==> src/rtl/tl_pkg.sv <==
// Shared TileLink definitions for the crossbar: default widths, Channel-A opcodes,
// the source-ID type and a small round-robin index helper.
package tl_pkg;

    localparam int TL_SRC_WIDTH       = 2;
    localparam int TL_MAX_OUTSTANDING = 4;
    localparam int TL_CNT_WIDTH       = $clog2(TL_MAX_OUTSTANDING + 1);

    localparam logic [2:0] TL_A_PUT_FULL    = 3'd0;
    localparam logic [2:0] TL_A_PUT_PARTIAL = 3'd1;
    localparam logic [2:0] TL_A_ARITHMETIC  = 3'd2;
    localparam logic [2:0] TL_A_LOGICAL     = 3'd3;
    localparam logic [2:0] TL_A_GET         = 3'd4;
    localparam logic [2:0] TL_A_INTENT      = 3'd5;
    localparam logic [2:0] TL_A_ACQUIRE     = 3'd6;

    typedef logic [TL_SRC_WIDTH-1:0] tl_src_t;

    // Next index in a ring of n entries
    function automatic int tl_wrap_next(input int idx, input int n);
        return ((idx + 32'sd1) >= n) ? 32'sd0 : (idx + 32'sd1);
    endfunction

endpackage

==> src/rtl/tl_rr_pick.sv <==
// Combinational round-robin picker: first set request bit at or after i_start,
// wrapping around the N entries.
module tl_rr_pick #(
    parameter int N = 3,
    parameter int W = 2
) (
    input  logic [N-1:0] i_req,
    input  logic [W-1:0] i_start,
    output logic         o_hit,
    output logic [W-1:0] o_idx
);

    // Scan offsets 0..N-1 from the start index; the first requester wins
    always_comb begin
        o_hit = 1'b0;
        o_idx = {W{1'b0}};
        for (int i = 0; i < N; i++) begin
            for (int j = 0; j < N; j++) begin
                if (!o_hit && i_req[j] &&
                    ((int'(i_start) + i == j) || (int'(i_start) + i == j + N))) begin
                    o_hit = 1'b1;
                    o_idx = W'(j);
                end else begin
                    o_hit = o_hit;
                end
            end
        end
    end

endmodule

==> src/rtl/tl_a_credit_scheduler.sv <==
// Channel-A grant controller: round-robin grant held until handshake, per-master
// credit counters retired by Channel-D responses, and a drain handshake.
module tl_a_credit_scheduler
    import tl_pkg::*;
#(
    parameter int NUM_MASTERS     = 3,
    parameter int SRC_WIDTH       = TL_SRC_WIDTH,
    parameter int MAX_OUTSTANDING = TL_MAX_OUTSTANDING,
    parameter int CNT_WIDTH       = $clog2(MAX_OUTSTANDING + 1)
) (
    input  logic                             clk,
    input  logic                             reset_n,
    input  logic [NUM_MASTERS-1:0]           a_valid,
    output logic [NUM_MASTERS-1:0]           a_ready,
    output logic                             a_valid_out,
    input  logic                             a_ready_out,
    output logic                             grant_vld,
    output logic [SRC_WIDTH-1:0]             grant_idx,
    output logic [NUM_MASTERS-1:0]           grant_onehot,
    input  logic                             d_valid_in,
    input  logic                             d_ready_in,
    input  logic [SRC_WIDTH-1:0]             d_source_in,
    output logic [NUM_MASTERS*CNT_WIDTH-1:0] outstanding,
    input  logic                             drain_req,
    output logic                             drain_done,
    output logic                             err_unexpected_d,
    output logic [SRC_WIDTH-1:0]             err_src
);

    logic                   r_grant_vld;
    logic [SRC_WIDTH-1:0]   r_grant_idx;
    logic [CNT_WIDTH-1:0]   r_cnt [NUM_MASTERS];
    logic                   r_err;
    logic [SRC_WIDTH-1:0]   r_err_src;

    logic                   w_a_fire;
    logic                   w_d_fire;
    logic                   w_gnt_a_valid;
    logic                   w_d_src_ok;
    logic                   w_d_cnt_nz;
    logic                   w_d_legal;
    logic                   w_all_zero;
    logic                   w_hold;
    logic                   w_pick_hit;
    logic [SRC_WIDTH-1:0]   w_pick_idx;
    logic [SRC_WIDTH-1:0]   w_rr_start;
    logic                   w_grant_vld_nxt;
    logic [SRC_WIDTH-1:0]   w_grant_idx_nxt;
    logic [NUM_MASTERS-1:0] w_inc;
    logic [NUM_MASTERS-1:0] w_dec;
    logic [NUM_MASTERS-1:0] w_elig;
    logic [CNT_WIDTH:0]     w_eff [NUM_MASTERS];

    assign a_valid_out = r_grant_vld & w_gnt_a_valid;
    assign w_a_fire    = a_valid_out & a_ready_out;
    assign w_d_fire    = d_valid_in & d_ready_in;
    assign w_d_src_ok  = (int'(d_source_in) < NUM_MASTERS);
    assign w_d_legal   = w_d_fire & w_d_src_ok & w_d_cnt_nz;
    assign w_hold      = r_grant_vld & w_gnt_a_valid & ~a_ready_out;
    assign w_rr_start  = SRC_WIDTH'(tl_wrap_next(int'(r_grant_idx), NUM_MASTERS));

    // Index-based lookups into the per-master vectors, out-of-range indices read as 0
    always_comb begin
        w_gnt_a_valid = 1'b0;
        w_d_cnt_nz    = 1'b0;
        w_all_zero    = 1'b1;
        for (int m = 0; m < NUM_MASTERS; m++) begin
            w_gnt_a_valid = w_gnt_a_valid | (a_valid[m] & (r_grant_idx == SRC_WIDTH'(m)));
            w_d_cnt_nz    = w_d_cnt_nz | ((d_source_in == SRC_WIDTH'(m)) &&
                                          (r_cnt[m] != {CNT_WIDTH{1'b0}}));
            w_all_zero    = w_all_zero & (r_cnt[m] == {CNT_WIDTH{1'b0}});
        end
    end

    // Per-master credit events, eligibility and derived outputs
    always_comb begin
        for (int m = 0; m < NUM_MASTERS; m++) begin
            w_inc[m]        = w_a_fire & (r_grant_idx == SRC_WIDTH'(m));
            w_dec[m]        = w_d_legal & (d_source_in == SRC_WIDTH'(m));
            // Counting this cycle's fires keeps a master from overshooting its limit
            w_eff[m]        = {1'b0, r_cnt[m]} + {{CNT_WIDTH{1'b0}}, w_inc[m]}
                                               - {{CNT_WIDTH{1'b0}}, w_dec[m]};
            w_elig[m]       = a_valid[m] & ~drain_req &
                              (w_eff[m] < (CNT_WIDTH+1)'(MAX_OUTSTANDING));
            a_ready[m]      = r_grant_vld & (r_grant_idx == SRC_WIDTH'(m)) & a_ready_out;
            grant_onehot[m] = r_grant_vld & (r_grant_idx == SRC_WIDTH'(m));
            outstanding[m*CNT_WIDTH +: CNT_WIDTH] = r_cnt[m];
        end
    end

    tl_rr_pick #(
        .N (NUM_MASTERS),
        .W (SRC_WIDTH)
    ) u_rr_pick (
        .i_req   (w_elig),
        .i_start (w_rr_start),
        .o_hit   (w_pick_hit),
        .o_idx   (w_pick_idx)
    );

    // Grant next state: hold mid-request, otherwise re-arbitrate; idle keeps the RR pointer
    always_comb begin
        w_grant_vld_nxt = r_grant_vld;
        w_grant_idx_nxt = r_grant_idx;
        if (w_hold) begin
            w_grant_vld_nxt = 1'b1;
            w_grant_idx_nxt = r_grant_idx;
        end else if (w_pick_hit) begin
            w_grant_vld_nxt = 1'b1;
            w_grant_idx_nxt = w_pick_idx;
        end else begin
            w_grant_vld_nxt = 1'b0;
            w_grant_idx_nxt = r_grant_idx;
        end
    end

    // Grant register
    always_ff @(posedge clk or negedge reset_n) begin
        if (!reset_n) begin
            r_grant_vld <= 1'b0;
            r_grant_idx <= SRC_WIDTH'(NUM_MASTERS - 1);
        end else begin
            r_grant_vld <= w_grant_vld_nxt;
            r_grant_idx <= w_grant_idx_nxt;
        end
    end

    // Credit counters, saturating at both ends
    always_ff @(posedge clk or negedge reset_n) begin
        if (!reset_n) begin
            for (int m = 0; m < NUM_MASTERS; m++) begin
                r_cnt[m] <= {CNT_WIDTH{1'b0}};
            end
        end else begin
            for (int m = 0; m < NUM_MASTERS; m++) begin
                if (w_inc[m] && !w_dec[m] && (r_cnt[m] != CNT_WIDTH'(MAX_OUTSTANDING))) begin
                    r_cnt[m] <= r_cnt[m] + CNT_WIDTH'(1);
                end else if (w_dec[m] && !w_inc[m] && (r_cnt[m] != {CNT_WIDTH{1'b0}})) begin
                    r_cnt[m] <= r_cnt[m] - CNT_WIDTH'(1);
                end else begin
                    r_cnt[m] <= r_cnt[m];
                end
            end
        end
    end

    // Sticky illegal-D flag; source captured only on the first occurrence
    always_ff @(posedge clk or negedge reset_n) begin
        if (!reset_n) begin
            r_err     <= 1'b0;
            r_err_src <= {SRC_WIDTH{1'b0}};
        end else if (w_d_fire && !w_d_legal) begin
            r_err     <= 1'b1;
            r_err_src <= r_err ? r_err_src : d_source_in;
        end else begin
            r_err     <= r_err;
            r_err_src <= r_err_src;
        end
    end

    assign grant_vld        = r_grant_vld;
    assign grant_idx        = r_grant_idx;
    assign err_unexpected_d = r_err;
    assign err_src          = r_err_src;
    assign drain_done       = drain_req & ~r_grant_vld & w_all_zero;

endmodule

==> config.mk <==
export PLATFORM = sky130hd
export DESIGN_NAME = tl_a_credit_scheduler
export DESIGN_NICKNAME = d
export VERILOG_FILES = /design/src/rtl/tl_pkg.sv /design/src/rtl/tl_rr_pick.sv /design/src/rtl/tl_a_credit_scheduler.sv
export SDC_FILE = /design/constraint.sdc
export NUM_CORES = 1
export LEC_CHECK = 0
export BUFFER_PORTS_ARGS = -buffer_cell sky130_fd_sc_hd__buf_2
export CAP_MARGIN = 5
export CORE_ASPECT_RATIO = 2
export CORE_MARGIN = 4
export CORE_UTILIZATION = 53
export DETAILED_ROUTE_END_ITERATION = 12
export PLACE_DENSITY = 0.79
export SETUP_SLACK_MARGIN = 0.3
export SLEW_MARGIN = 20
export SYNTH_ARGS = -nofsm -noshare
export SYNTH_HDL_FRONTEND = slang
export SYNTH_SLANG_ARGS = --single-unit
==> constraint.sdc <==
create_clock -name clk -period 3.7 [get_ports clk]
set_input_delay 0.555 -clock clk [delete_from_list [all_inputs] [get_ports clk]]
set_output_delay 0.555 -clock clk [all_outputs]
set_load 0.03 [all_outputs]
=== After elaboration in Yosys (flattened, before gate mapping) ===
Cells that the tools add are included.

* Register bits after elaboration: 15
* Output and inout port bits: 23
* Logic and storage cells: 184

* Add/sub/neg operators: 15
* Magnitude comparators: 5
* Equal/unequal tests: 20
* Multiplexer cells: 26
* Bitwise operators: 40
* Reduce and logical (&&, ||, !) cells: 71

{| class="wikitable"
|+ Operators by type and width
! cell !! number
|-
| equality test 32 x 3 -> 1 bit, second input constant || 4
|-
| equality test 32 x 4 -> 1 bit, second input constant || 4
|-
| zero test 32 bit || 3
|-
| equality test 32 x 2 -> 1 bit, second input constant || 2
|-
| logical AND 1 bit || 33
|-
| bitwise AND 1 bit || 31
|-
| two-way mux 3 bit || 6
|-
| two-way mux 2 bit || 8
|-
| zero test 1 bit || 15
|-
| adder 3 x 1 -> 4 bit || 3
|-
| < comparator 4 x 3 -> 1 bit, second input constant || 3
|-
| two-way mux 1 bit || 12
|-
| subtractor 4 x 1 -> 4 bit || 3
|-
| adder 3 x 1 -> 3 bit, second input constant || 3
|-
| zero test 3 bit || 3
|-
| != test 3 bit, second input constant || 3
|-
| nonzero test 3 bit || 3
|-
| subtractor 3 x 1 -> 3 bit, second input constant || 3
|-
| equality test 2 bit, second input constant || 4
|-
| logical OR 1 bit || 7
|-
| adder 2 x 1 -> 3 bit, second input constant || 2
|-
| equality test 2 x 1 -> 1 bit, second input constant || 3
|-
| nonzero test 2 bit || 3
|-
| inverter 1 bit || 5
|-
| other kinds (6) || 11
|}

=== Depth between registers and ports, before layout ===
Gate-level depths: netlist (run 1).

* Depth in word-level cells: 47
* Gate-level depth with buffers: 14
* Mapped depth without buffers: 13

=== Modules after synthesis ===
From an unflattened synthesis (run 1), not the netlist that was laid out.

* Cells, all modules: 182
* Area total of the unflattened synthesis: 1,529.0 um2

{| class="wikitable"
|+ Modules (own cells, without submodules)
! module !! instances !! cells each !! area an instance (um2)
|-
| tl_a_credit_scheduler || 1 || 166 || 1,413.9
|-
| tl_rr_pick || 1 || 16 || 115.1
|}

=== Worst setup path before layout (run 1) ===
Ideal clock, no wire load.

* Path kind: register to register
* Start point: register r_grant_idx[1] (netlist: grant_idx[1])
* End point: register r_grant_idx[0] (netlist: grant_idx[0])
* Setup time: 0.122 ns
* Arrival time: 3.507 ns
* Required time: 3.578 ns
* Slack: 0.071 ns
* Stages on the path, launching flop included: 15
* Period minus slack after synthesis: 3.629 ns
* Cell sequence: dfstp_2 > buf_2 > nand2b_1 > o22ai_1 > and2_1 > nand2_1 > or2_2 > ha_1 > inv_1 > ha_1 > and3b_1 > or4_1 > a211oi_2 > o21ai_0 > a32o_1

* Longest elaborated chain between the ends: 46

{| class="wikitable"
|+ Ends and longest elaborated chain
! item !! RTL line !! text
|-
| from (decl) || tl_a_credit_scheduler.sv:31 || <nowiki>logic [SRC_WIDTH-1:0] r_grant_idx;</nowiki>
|-
| from (signal assigned) || tl_a_credit_scheduler.sv:121 || <nowiki>r_grant_idx <= SRC_WIDTH'(NUM_MASTERS - 1);</nowiki>
|-
| from (signal assigned) || tl_a_credit_scheduler.sv:124 || <nowiki>r_grant_idx <= w_grant_idx_nxt;</nowiki>
|-
| equality test 2 x 1 -> 1 bit / zero test 2 bit (equally long branches) || tl_a_credit_scheduler.sv:68 || <nowiki>w_gnt_a_valid = w_gnt_a_valid | (a_valid[m] & (r_grant_idx == SRC_WIDTH'(m)));</nowiki>
|-
| bitwise AND 1 bit || tl_a_credit_scheduler.sv:68 ||
|-
| bitwise OR 1 bit || tl_a_credit_scheduler.sv:68 ||
|-
| bitwise OR 1 bit (*) || tl_a_credit_scheduler.sv:68 ||
|-
| bitwise AND 1 bit (*) || tl_a_credit_scheduler.sv:54 || <nowiki>assign a_valid_out = r_grant_vld & w_gnt_a_valid;</nowiki>
|-
| net a_valid_out || tl_a_credit_scheduler.sv:15 || <nowiki>output logic a_valid_out,</nowiki>
|-
| bitwise AND 1 bit || tl_a_credit_scheduler.sv:55 || <nowiki>assign w_a_fire = a_valid_out & a_ready_out;</nowiki>
|-
| bitwise AND 1 bit || tl_a_credit_scheduler.sv:78 || <nowiki>w_inc[m] = w_a_fire & (r_grant_idx == SRC_WIDTH'(m));</nowiki>
|-
| [... 29 more ...] || n/a ||
|-
| two-way mux 1 bit || tl_rr_pick.sv:19 || <nowiki>if (!o_hit && i_req[j] &&</nowiki>
|-
| zero test 1 bit || tl_rr_pick.sv:19 ||
|-
| logical AND 1 bit (2 in a row) || tl_rr_pick.sv:19 ||
|-
| two-way mux 1 bit || tl_rr_pick.sv:19 ||
|-
| zero test 1 bit || tl_rr_pick.sv:19 ||
|-
| logical AND 1 bit (2 in a row) || tl_rr_pick.sv:19 ||
|-
| two-way mux 1 bit || tl_rr_pick.sv:19 ||
|-
| AND reduction 2 bit (no source line) || n/a ||
|}

Mark *: on every way through the listed nets, which the timed path passes. The rest lies on a longest branch.
A chain may end at the register's enable or synchronous reset.

=== Worst setup path in the final report (run 1) ===
* Start point: register r_grant_idx[1] (netlist: grant_idx[1])
* End point: register r_grant_idx[0] (netlist: grant_idx[0])

* Longest elaborated chain between the ends: 46

{| class="wikitable"
|+ Ends and longest elaborated chain
! item !! RTL line !! text
|-
| equality test 2 x 1 -> 1 bit / zero test 2 bit (equally long branches) || tl_a_credit_scheduler.sv:68, tl_a_credit_scheduler.sv:78 ||
|-
| bitwise AND 1 bit || tl_a_credit_scheduler.sv:68 ||
|-
| bitwise OR 1 bit (2 in a row) || tl_a_credit_scheduler.sv:68 ||
|-
| bitwise AND 1 bit || tl_a_credit_scheduler.sv:54, tl_a_credit_scheduler.sv:59 ||
|-
| bitwise AND 1 bit || tl_a_credit_scheduler.sv:55 ||
|-
| bitwise AND 1 bit || tl_a_credit_scheduler.sv:78 ||
|-
| adder 3 x 1 -> 4 bit || tl_a_credit_scheduler.sv:81 || <nowiki>w_eff[m] = {1'b0, r_cnt[m]} + {{CNT_WIDTH{1'b0}}, w_inc[m]}</nowiki>
|-
| subtractor 4 x 1 -> 4 bit || tl_a_credit_scheduler.sv:82 || <nowiki>- {{CNT_WIDTH{1'b0}}, w_dec[m]};</nowiki>
|-
| [... 27 more ...] || n/a ||
|-
| two-way mux 1 bit || tl_rr_pick.sv:19 ||
|-
| zero test 1 bit || tl_rr_pick.sv:19 ||
|-
| logical AND 1 bit (2 in a row) || tl_rr_pick.sv:19 ||
|-
| two-way mux 1 bit || tl_rr_pick.sv:19 ||
|-
| zero test 1 bit || tl_rr_pick.sv:19 ||
|-
| logical AND 1 bit (2 in a row) || tl_rr_pick.sv:19 ||
|-
| two-way mux 1 bit || tl_rr_pick.sv:19 ||
|-
| AND reduction 2 bit (no source line) || n/a ||
|}

Several ways; a longest one is shown, not always the timed one.

==> summary.txt, run 1 <==
Outcome
  – Status: finished, final reports clean

Placed design
  – RePlAce Congestion: 0.867
  – HPWL Detailed: 2.38 mm
  – I/O Buffers: 33

Drt
  – Starting DRT DRC Count: 22
  – Residual DRC count: 0
  – Final Routed Wirelength: 3.04 mm
  – 1st-pass router iterations: 4
  – Via density: 5.60
  – Final ANT Viol Nets: 0
  – Avg WL per Cell: 14.0 microns
  – Via count: 1215

Cells and area
  – Core Util, Final: 66.3%
  – Diodes inserted: 0
  – Nets@finish: 219
  – FILL cells: 225
  – P&R area growth vs syn: 21.7%
  – Fraction of layout cells with a size suffix above 1: 32.3%

Floorplanning
  – Cell row count: 26
  – I/O pin count: 34
  – Core ar.: 2540 sq um
  – Die Ht: 80.2 microns
  – Die W: 44.1 microns
  – Initial core utilization: 54.5%
  – DIE AREA: 3540 sq um

Synth
  – Top cells by count, synth: inv_1, ha_1, dfrtp_1, nor2_1, nand2_1
  – Yosys reg bits: 15
  – Distinct cells, synth: 48
  – Syn Inst Count: 151
  – Fraction of registers with async set/reset: 100%
  – Synth area leader: dfrtp_1
  – YS warnings: 0
  – Register area share after synthesis: 27.2%
  – Post-synth EDFFs: 0
  – Synth Flop Type: dfrtp_1
  – Post-Syn Area: 1380 sq um
  – Synth top area cells: dfrtp_1, ha_1, inv_1
  – Post-Syn Nets: 180
  – Most common cell in the netlist: inv_1
  – Top-area cell type share of the netlist area: 25.3%
  – Syn Area/Cell: 9.16 sq um

Global route
  – Vias in the first global route: 1187
  – Met2 Usage GRT: 32.6%
  – Total GRT Usage: 17.3%
  – Grt total ovfl: 0
  – Pin count of the biggest net entering global routing: 16
  – GRT busiest layer: met2
  – M1 GR Usage: 19.0%
  – Met3 Usage GRT: 2.47%
  – Initial antenna violation count: 0
  – First-pass GRT wire length: 4.87 mm

Min path
  – Worst Hold Class: primary input to async pin

Clocking
  – CTS buffer count: 3
  – Htree depth: 1
  – Sink Count: 15
  – CTS tree: done
  – CTS root buffer: clkbuf_8
  – Max Root-Sink Buffers: 2
  – Worst-path clk slew: 0.06 ns
  – Clk_lat worst skew: 0.24 ns

Timing
  – Tcrit/Tclk final: 87.9%
  – Hold Violations, Final: 0
  – Slew Limit Headroom: 61.2%
  – Post-Route Setup TNS: 0 ns
  – RSZ-0062 raised after global routing: false
  – Worst-margin pin slew: 0.574 ns
  – Tmin final: 3.25 ns
  – Clock skew: 0.00333 ns
  – Slew Viols, Final: 0
  – Finish-stage setup viols: 0
  – F_max: 308 MHz

Critical path
  – CP Max Fanout: 7
  – Req. time, crit path: 3.83 ns
  – Arr. time, crit path: 3.38 ns
  – Startpoint Class: register
  – Crit end category: register
  – Critical path type: register to register

Flow run
  – Maxcap violations: 0

Pwr
  – Pwr Density: 806 nW/um^2
  – VDD IR-drop max: 0.476 mV
  – Leakage: 0.757 nW
## routing by layer
metal	routed length [microns]	share of wire, %	vias to the layer above
li1	-	-	600
met1	1130	37	585
met2	1740	57	26
met3	130	4.3	4
met4	49	1.6	0
met5	0	0	-
## kinds of logic (layout without fill, tap and decap cells)
logic type	Yosys count	in the layout	share of synthesized area, %
AO/OA/AOI/OAI	25	25	15.5
flip-flops	15	15	27.2
XOR/XNOR	7	7	4.43
buffers and inverters	24	62	6.70
adder cells (fa/ha/maj)	18	18	17.9
multiplexers	7	7	5.52
AND/OR/NAND/NOR	55	55	22.7
## report_power, final
group / switching [W] / internal, W
Clock: 0.0000572 / 0.0000761
Combinational: 0.000490 / 0.000347
Sequential: 0.000142 / 0.000243
## state kept, by name, summed over array words and instances, names as in the netlist
name              flops
grant_idx             2
err_src               2
err_unexpected_d      1
grant_vld             1
outstanding           9
## worst max-delay path: stages (launching register included)
cell and delay [ns]:
dfstp_2 0.62, nand2b_4 0.09, o22ai_4 0.16, and2_4 0.17, nand2_2 0.06, or2_2 0.29
ha_1 0.21, inv_1 0.05, ha_1 0.21, and3b_1 0.17, or4_4 0.49, a211oi_4 0.30
o21ai_1 0.10, a32o_1 0.21
## per-stage QoR
step / setup slack (ns) / hold WS [ns] / instances / area (sq um) / total power (W)
final: 0.448 / 0.209 / 217 / 1680 / 0.00136
after global routing: 0.296 / 0.231 / 217 / 1680 / 0.00146
after CTS: 0.302 / 0.223 / 213 / 1620 / 0.00129
after detailed placement: 0.320 / 0.481 / 209 / 1570 / 0.00115
after global placement: 0.393 / 0.467 / 209 / 1570 / 0.00111
after floorplan: 0.319 / 0.259 / 151 / 1390 / 0.000957
## layout make-up
type | instances | area, sq um | share of cell area, %
Multi-Input combinational cell | 112 | 951 | 56.5
Sequential cell | 15 | 378 | 22.5
Timing Repair Buffer | 37 | 195 | 11.6
Inverter | 21 | 78.8 | 4.68
Clock buffer | 4 | 45.0 | 2.68
Tap cell | 28 | 35.0 | 2.08
## layout by cell type, fill, tap and decap left out, types with 4 or more instances in the layout
cell	synthesis	layout
nor3_1	5	5
buf_2	2	33
xnor2_1	7	7
mux2_2	4	4
ha_1	15	15
inv_1	20	20
nand2_1	9	8
nor2_1	14	14
dfrtp_1	14	13
a21oi_1	8	8
buf_4	0	4
## repair_timing
item	CTS	global route
endpoints found under the setup margin	0	2
resized for setup	0	7
hold buffers	0	0
buffers inserted	0	4
## worst paths after layout
kind	from	end	slack, ns	cells past startpoint
worst max-delay path	grant_idx[1]	grant_idx[0]	0.45	13
worst min-delay path	reset_n	grant_idx[0]	0.21	1
worst max register to register	grant_idx[1]	grant_idx[0]	0.45	13
worst min register to register	err_src[0]	err_src[0]	0.49	1
max in group asynchronous	reset_n	grant_idx[1]	3.19	1
min in group clk	err_src[0]	err_src[0]	0.49	1
(Power assumes the default switching activity.)
==> run 2: changes to the inputs <==
--- a/config.mk
+++ b/config.mk
@@ -9,11 +9,13 @@
 export CAP_MARGIN = 5
 export CORE_ASPECT_RATIO = 2
 export CORE_MARGIN = 4
-export CORE_UTILIZATION = 53
+export CORE_UTILIZATION = 50
 export DETAILED_ROUTE_END_ITERATION = 12
-export PLACE_DENSITY = 0.79
+export PLACE_DENSITY = 0.75
 export SETUP_SLACK_MARGIN = 0.3
+export SKIP_LAST_GASP = 1
 export SLEW_MARGIN = 20
 export SYNTH_ARGS = -nofsm -noshare
 export SYNTH_HDL_FRONTEND = slang
+export SYNTH_HIERARCHICAL = 1
 export SYNTH_SLANG_ARGS = --single-unit
==> run 2 against run 1 <==
Compared with the run above:
- core utilization is 4.5 points lower
- hold slack got worse by 0.0077 ns
- maximum frequency is 2.2% higher
- total power down 1.4%
- routed wire length rose by 16%
- clock skew fell by 0.0014 ns
- clock-buffer cell count is 1 lower
- clock power up 7%
- critical path type unchanged
- largest cell class unchanged
==> summary.txt, run 2 <==
Outcome
  – Status: finished, final reports clean

Pwr
  – Sw frac: 51.8% (+0.98 points)
  – Clock power frac: 10.7% (+0.9 points)
  – Net Switching: 0.000693 W (+0.48%)
  – Reg power frac: 27.2% (-1.2 points)
  – Internal Power: 0.000644 W (-3.4%)
  – VDD IR-drop max: 0.382 mV (-20%)
  – Combinational Power Share: 62.2% (+0.5 points)
  – Leakage: 0.792 nW (+4.6%)
  – Pwr Density: 735 nW/um^2 (-8.8%)
  – Power, Total: 0.00134 W (-1.4%)

Global route
  – Pin count of the biggest net entering global routing: 16 (unchanged)
  – Initial antenna violation count: 0 (unchanged)
  – First-pass GRT wire length: 5.90 mm (+21%)
  – Vias in the first global route: 1366 (+15%)
  – Total GRT Usage: 19.3% (+1.9 points)
  – Grt total ovfl: 0 (unchanged)

Synth
  – Most common cell in the netlist: inv_1
  – YS warnings: 6 (+6)
  – Adder-cell share of the synthesized area: 17.8% (-0.079 points)
  – Post-synth EDFFs: 0 (unchanged)
  – Synth top area cells: dfrtp_1, ha_1, inv_1
  – Synth area leader: dfrtp_1
  – Synth Flop Type: dfrtp_1
  – Post-Syn Area: 1530 sq um (+11%)
  – Largest family of logic cells by synthesized area: simple AND/OR/NAND/NOR gates
  – Top-area cell type share of the netlist area: 22.9% (-2.4 points)
  – Synth Area in XOR/XNOR: 2.86% (-1.6 points)
  – Fraction of registers with async set/reset: 100% (unchanged)
  – Syn Inst Count: 182 (+21%)
  – Yosys reg bits: 15 (unchanged)
  – Synth Area in Compound Gates: 18.7% (+3.3 points)
  – Syn Area/Cell: 8.40 sq um (-8.2%)
  – Post-Syn Nets: 213 (+18%)
  – Fraction of synthesized area in multiplexers: 4.99% (-0.53 points)
  – Top cells by count, synth: inv_1, ha_1, dfrtp_1, nor2_1, nand2_1
  – Register area share after synthesis: 24.6% (-2.6 points)
  – Distinct cells, synth: 49 (+2.1%)
  – Synth Area in Simple Gates: 23.8% (+1.1 points)

Placed design
  – Dpl ws: 0.359 ns (+0.0389 ns)
  – Placed cell count: 242 (+16%)
  – HPWL Detailed: 2.79 mm (+17%)
  – RePlAce Congestion: 0.817 (-5.8%)
  – I/O Buffers: 33 (unchanged)

Drt
  – 1st-pass router iterations: 4 (unchanged)
  – Starting DRT DRC Count: 22 (unchanged)
  – Final Routed Wirelength: 3.54 mm (+16%)
  – Avg WL per Cell: 14.3 microns (+1.8%)
  – Via density: 5.80 (+3.6%)
  – Final ANT Viol Nets: 0 (unchanged)
  – Residual DRC count: 0 (unchanged)
  – Via count: 1439 (+18%)

Clocking
  – Sink Count: 15 (unchanged)
  – Count of hold-fix buffers inserted at cts: 0 (unchanged)
  – CTS buffer count: 3 (unchanged)
  – Worst-path clk slew: 0.07 ns (about the same)
  – CTS tree: done
  – CTS root buffer: clkbuf_8
  – Max Root-Sink Buffers: 2 (unchanged)
  – Htree depth: 1 (unchanged)
  – Clk_lat worst skew: 0.25 ns (about the same)

Floorplanning
  – Cell row count: 28 (+7.7%)
  – Die W: 47.1 microns (+6.8%)
  – Die Ht: 86.2 microns (+7.4%)
  – Core ar.: 2940 sq um (+16%)
  – Initial core utilization: 52.0% (-2.5 points)
  – DIE AREA: 4060 sq um (+15%)
  – I/O pin count: 34 (unchanged)

Timing
  – Tcrit/Tclk final: 86.0% (-1.9 points)
  – Clock skew: 0.00195 ns (-0.00138 ns)
  – F_max: 314 MHz (+2.2%)
  – Post-Route Setup TNS: 0 ns (unchanged)
  – RSZ-0062 raised after global routing: false
  – Slew Viols, Final: 0 (unchanged)
  – Finish-stage setup viols: 0 (unchanged)
  – Hold Violations, Final: 0 (unchanged)
  – Tmin final: 3.18 ns (-0.0687 ns)
  – Worst setup margin: 0.517 ns (+0.0687 ns)
  – Slew Limit Headroom: 71.1% (+9.9 points)
  – Worst-margin pin slew: 0.431 ns (-0.143 ns)

Critical path
  – CP max-delay cell: or4_1
  – Max incr delay on CP: 0.48 ns (-0.14 ns)
  – Crit end category: register
  – Worst-path cell chain: mux2i_1 -> mux2i_2 -> and2_1 -> inv_1 -> ha_1 -> inv_1 -> ha_1 -> nand2_1 -> nor2_1 -> or4_1 -> a21oi_2 -> o21ba_1 -> o2111a_1 -> a32o_1
  – Arr. time, crit path: 3.36 ns (-0.02 ns)
  – CP startpoint: grant_idx[0]
  – Reg2reg start: grant_idx[0]
  – Critical path type: register to register
  – Startpoint Class: register
  – CP Max Fanout: 10 (+3)
  – Req. time, crit path: 3.88 ns (+0.05 ns)

Cells and area
  – Diodes inserted: 0 (unchanged)
  – Seq. cell area: 378 sq um (unchanged)
  – FILL cells: 281 (+25%)
  – Most frequent cells in the layout: buf_2, inv_1, ha_1
  – Commonest non-fill, non-tap cell in the layout: buf_2
  – Max FFs per register: 9 (unchanged)
  – Multi-input gate area: 1080 sq um (+14%)
  – Core Util, Final: 61.8% (-4.5 points)
  – Nets@finish: 250 (+14%)
  – Finished Layout Cells: 248 (+14%)
  – Fraction of layout cells with a size suffix above 1: 25.7% (-6.6 points)
  – P&R area growth vs syn: 19.0%

Flow run
  – Maxcap violations: 0 (unchanged)

Min path
  – Worst Hold Class: primary input to async pin
[run 2: cell count changes in the layout (fill, tap and decap cells not counted), moves of 3 or more]
cell / change
and2_1: +5
nand2_1: +5
nand2b_1: +4
nor3_1: +3
nor4b_1: -3
o21ai_0: +9
o22ai_1: +6
[run 2: per-layer routing]
layer  vias up  part of all wire, %  GRT usage, %  routed length, microns
met5         -                    0             0                       0
met4         0                  2.5          7.81                      88
met3         8                  3.5          2.70                     123
met2        25                   54          33.7                    1910
met1       693                   40          22.0                    1420
li1        713                    -             -                       -
[run 2: kinds of logic after synthesis]
family / count (synthesis)
adder cells (fa/ha/maj): 20
flip-flops: 15
XOR/XNOR: 5
multiplexers: 7
AND/OR/NAND/NOR: 67
AO/OA/AOI/OAI: 41
buffers and inverters: 27
[run 2: cell type report]
cell class	count	area share, %
repair buffers	36	10.3
clock buffers	3	2.27
clock inverters	1	0.413
well taps	30	2.06
flip-flops and latches	15	20.8
inverters	23	4.75
multi-input cells	140	59.4
[run 2: path summary, 6_finish.rpt]
kind / slack [ns] / end / cells past startpoint
max: 0.52 / grant_idx[1] / 14
min: 0.20 / outstanding[5] / 1
max reg2reg: 0.52 / grant_idx[1] / 14
min reg2reg: 0.50 / err_src[0] / 1
max in group asynchronous: 3.19 / grant_idx[1] / 1
min in group clk: 0.50 / err_src[0] / 1
[run 2: stage by stage]
stage	hold WS, ns	instance area, sq um
floorplan	0.259	1540
global placement	0.479	1730
detailed placement	0.483	1730
CTS	0.206	1780
global route	0.218	1820
finish	0.202	1820
[run 2: power by group through the flow]
stage	clock network (W)	registers (W)	logic [W]
floorplan	0	0.000444	0.000519
global placement	0	0.000366	0.000782
detailed placement	0	0.000367	0.000792
CTS	0.000147	0.000364	0.000797
global route	0.000155	0.000381	0.000930
finish	0.000142	0.000363	0.000831
[run 2: timing repair]
item / CTS / global route
gates resized for setup: 0 / 7
setup buffers: 0 / 2
setup endpoints to repair: 0 / 3
[run 2: worst max-delay path: cells and delay by family, from the launching register on]
family	cells	cell delay, ns
compound gates	4	0.86
fa+ha+maj	2	0.40
buf+inv	2	0.13
flops	1	0.47
mux	2	0.47
simple gates	4	0.78
==> run 3: changes to the inputs <==
--- a/config.mk
+++ b/config.mk
@@ -10,12 +10,11 @@
 export CORE_ASPECT_RATIO = 2
 export CORE_MARGIN = 4
 export CORE_UTILIZATION = 50
+export CTS_CLUSTER_SIZE = 20
 export DETAILED_ROUTE_END_ITERATION = 12
-export PLACE_DENSITY = 0.75
+export PLACE_DENSITY = 0.76
 export SETUP_SLACK_MARGIN = 0.3
-export SKIP_LAST_GASP = 1
 export SLEW_MARGIN = 20
 export SYNTH_ARGS = -nofsm -noshare
 export SYNTH_HDL_FRONTEND = slang
-export SYNTH_HIERARCHICAL = 1
 export SYNTH_SLANG_ARGS = --single-unit
==> run 3 against run 2 <==
Compared with the run above:
- clock power fell by 6%
- clock skew rose by 0.0017 ns
- via count fell by 15%
- design area fell by 8.7%
- sequential share of layout area rose by 2.0 points
- critical path depth fell by 1
- register-to-register slack got worse by 0.05 ns
- critical endpoint is now grant_idx[0]
==> summary.txt, run 3 (same netlist as run 1, synthesis figures left out) <==
Critical path
  – CP startpoint: grant_idx[1]
  – Worst R2R End: grant_idx[0]
  – R2r setup slk: 0.46 ns (-0.05 ns)
  – Critical path type: register to register
  – Crit path to: grant_idx[0]
  – Reg2reg path depth: 13 (-1)
  – Arr. time, crit path: 3.37 ns (about the same)
  – Reg2reg start: grant_idx[1]
  – Crit end category: register
  – CP Max Fanout: 5 (-5)
  – Startpoint Class: register
  – Req. time, crit path: 3.84 ns (-0.04 ns)

Clocking
  – CTS root buffer: clkbuf_8
  – Count of hold-fix buffers inserted at cts: 0 (unchanged)
  – Clk_lat worst skew: 0.25 ns (about the same)
  – CTS tree: done
  – Max Root-Sink Buffers: 2 (unchanged)
  – Sink Count: 15 (unchanged)
  – Worst-path clk slew: 0.06 ns (about the same)
  – Htree depth: 1 (unchanged)
  – CTS buffer count: 3 (unchanged)

Timing
  – Slew Limit Headroom: 61.2% (-9.9 points)
  – Clock skew: 0.00368 ns (+0.00172 ns)
  – Tmin final: 3.24 ns (+0.0532 ns)
  – Worst-margin pin slew: 0.577 ns (+0.146 ns)
  – Finish-stage setup viols: 0 (unchanged)
  – Slew Viols, Final: 0 (unchanged)
  – RSZ-0062 raised after global routing: false
  – Post-Route Setup TNS: 0 ns (unchanged)
  – Hold Violations, Final: 0 (unchanged)
  – F_max: 309 MHz (-1.6%)
  – Tcrit/Tclk final: 87.5% (+1.4 points)

Cells and area
  – Commonest non-fill, non-tap cell in the layout: buf_2
  – Diodes inserted: 0 (unchanged)
  – Finished Cell Area: 1660 sq um (-8.7%)
  – P&R area growth vs syn: 20.2%
  – Nets@finish: 219 (-12%)
  – Most frequent cells in the layout: buf_2, inv_1, ha_1
  – Max FFs per register: 9 (unchanged)
  – Fraction of layout cells with a size suffix above 1: 31.2% (+5.5 points)

Pwr
  – Clock power frac: 10.0% (-0.7 points)
  – VDD IR-drop max: 0.467 mV (+22%)
  – Leakage: 0.755 nW (-4.6%)
  – Sw frac: 51.1% (-0.76 points)
  – Pwr Density: 798 nW/um^2 (+8.6%)
  – Internal Power: 0.000648 W (+0.73%)
  – Combinational Power Share: 61.6% (-0.6 points)
  – Reg power frac: 28.4% (+1.2 points)
  – Net Switching: 0.000677 W (-2.3%)

Global route
  – Met3 Usage GRT: 2.60% (-0.10 points)
  – Initial antenna violation count: 0 (unchanged)
  – Met2 Usage GRT: 33.2% (-0.47 points)
  – Grt total ovfl: 0 (unchanged)
  – First-pass GRT wire length: 5.11 mm (-13%)
  – Total GRT Usage: 18.3% (-0.98 points)
  – GRT busiest layer: met2
  – Pin count of the biggest net entering global routing: 16 (unchanged)
  – M1 GR Usage: 19.2% (-2.7 points)
  – Vias in the first global route: 1189 (-13%)

Placed design
  – I/O Buffers: 33 (unchanged)
  – HPWL Detailed: 2.51 mm (-10%)
  – Area after DPL: 1580 sq um (-8.6%)
  – RePlAce Congestion: 0.884 (+8.2%)

Floorplanning
  – I/O pin count: 34 (unchanged)
  – Die W: 45.2 microns (-4.1%)
  – Cell row count: 26 (-7.1%)
  – DIE AREA: 3720 sq um (-8.3%)
  – Core ar.: 2600 sq um (-12%)
  – Die Ht: 82.4 microns (-4.4%)
  – Initial core utilization: 53.1% (+1.2 points)

Drt
  – Via count: 1227 (-15%)
  – 1st-pass router iterations: 4 (unchanged)
  – Via density: 5.65 (-2.6%)
  – Final Routed Wirelength: 3.10 mm (-12%)
  – Starting DRT DRC Count: 20 (-9.1%)
  – Final ANT Viol Nets: 0 (unchanged)
  – Avg WL per Cell: 14.3 microns (+0.21%)
  – Residual DRC count: 0 (unchanged)

Min path
  – Worst Hold Class: primary input to async pin

Outcome
  – Status: finished, final reports clean

Flow run
  – Maxcap violations: 0 (unchanged)
## run 3: what timing repair did
item	in CTS	in global routing
endpoints found under the hold margin	0	0
pin swaps	1	1
buffers inserted	1	2
endpoints found under the setup margin	1	2
gates resized for setup	1	3
## run 3: power groups by stage
| stage | clock [W] | sequential [W] | combinational [W] |
|---|---|---|---|
| after floorplan | 0 | 0.000486 | 0.000470 |
| after global placement | 0 | 0.000382 | 0.000729 |
| after detailed placement | 0 | 0.000390 | 0.000770 |
| after CTS | 0.000137 | 0.000377 | 0.000798 |
| after global routing | 0.000146 | 0.000395 | 0.000900 |
| final | 0.000133 | 0.000376 | 0.000816 |
## run 3: how the worst min path moves through the flow
stage	startpoint	end	slack, ns	depth (start not counted)
floorplan	reset_n	err_src[0]	0.26	0
global placement	err_src[0]	err_src[0]	0.47	1
detailed placement	reset_n	err_src[1]	0.49	1
CTS	reset_n	outstanding[2]	0.22	1
global route	reset_n	err_src[1]	0.23	1
finish	reset_n	outstanding[2]	0.21	1
## run 3: routing by layer
metal | part of all wire [%] | vias up
li1 | - | 600
met1 | 38 | 575
met2 | 53 | 43
met3 | 5.9 | 9
met4 | 3.1 | 0
met5 | 0 | -
## run 3: worst max-delay path: stages (launching register included)
cell and delay, ns:
dfstp_2 0.56, nand2b_4 0.08, o22ai_2 0.19, and2_4 0.17, nand2_1 0.08, or2_2 0.30
ha_1 0.20, inv_1 0.06, ha_1 0.22, and3b_1 0.17, or4_1 0.49, a211oi_2 0.30
o21ai_1 0.10, a32o_1 0.20
## run 3: area by class of cell
cell class | count | area [sq um]
Clock buffer | 4 | 45.0
Fill cell | 225 | 941
Timing Repair Buffer | 37 | 195
Inverter | 21 | 78.8
Tap cell | 28 | 35.0
Multi-Input combinational cell | 112 | 930
Sequential cell | 15 | 378
## run 3: through the flow
stage	cells	hold WS, ns	setup slack (ns)	power (W)	util [%]
final	217	0.214	0.464	0.00133	63.8
after global routing	217	0.227	0.307	0.00144	63.8
after CTS	215	0.222	0.320	0.00131	63.0
after detailed placement	210	0.489	0.259	0.00116	60.7
after global placement	210	0.467	0.396	0.00111	60.7
after floorplan	151	0.259	0.319	0.000957	-
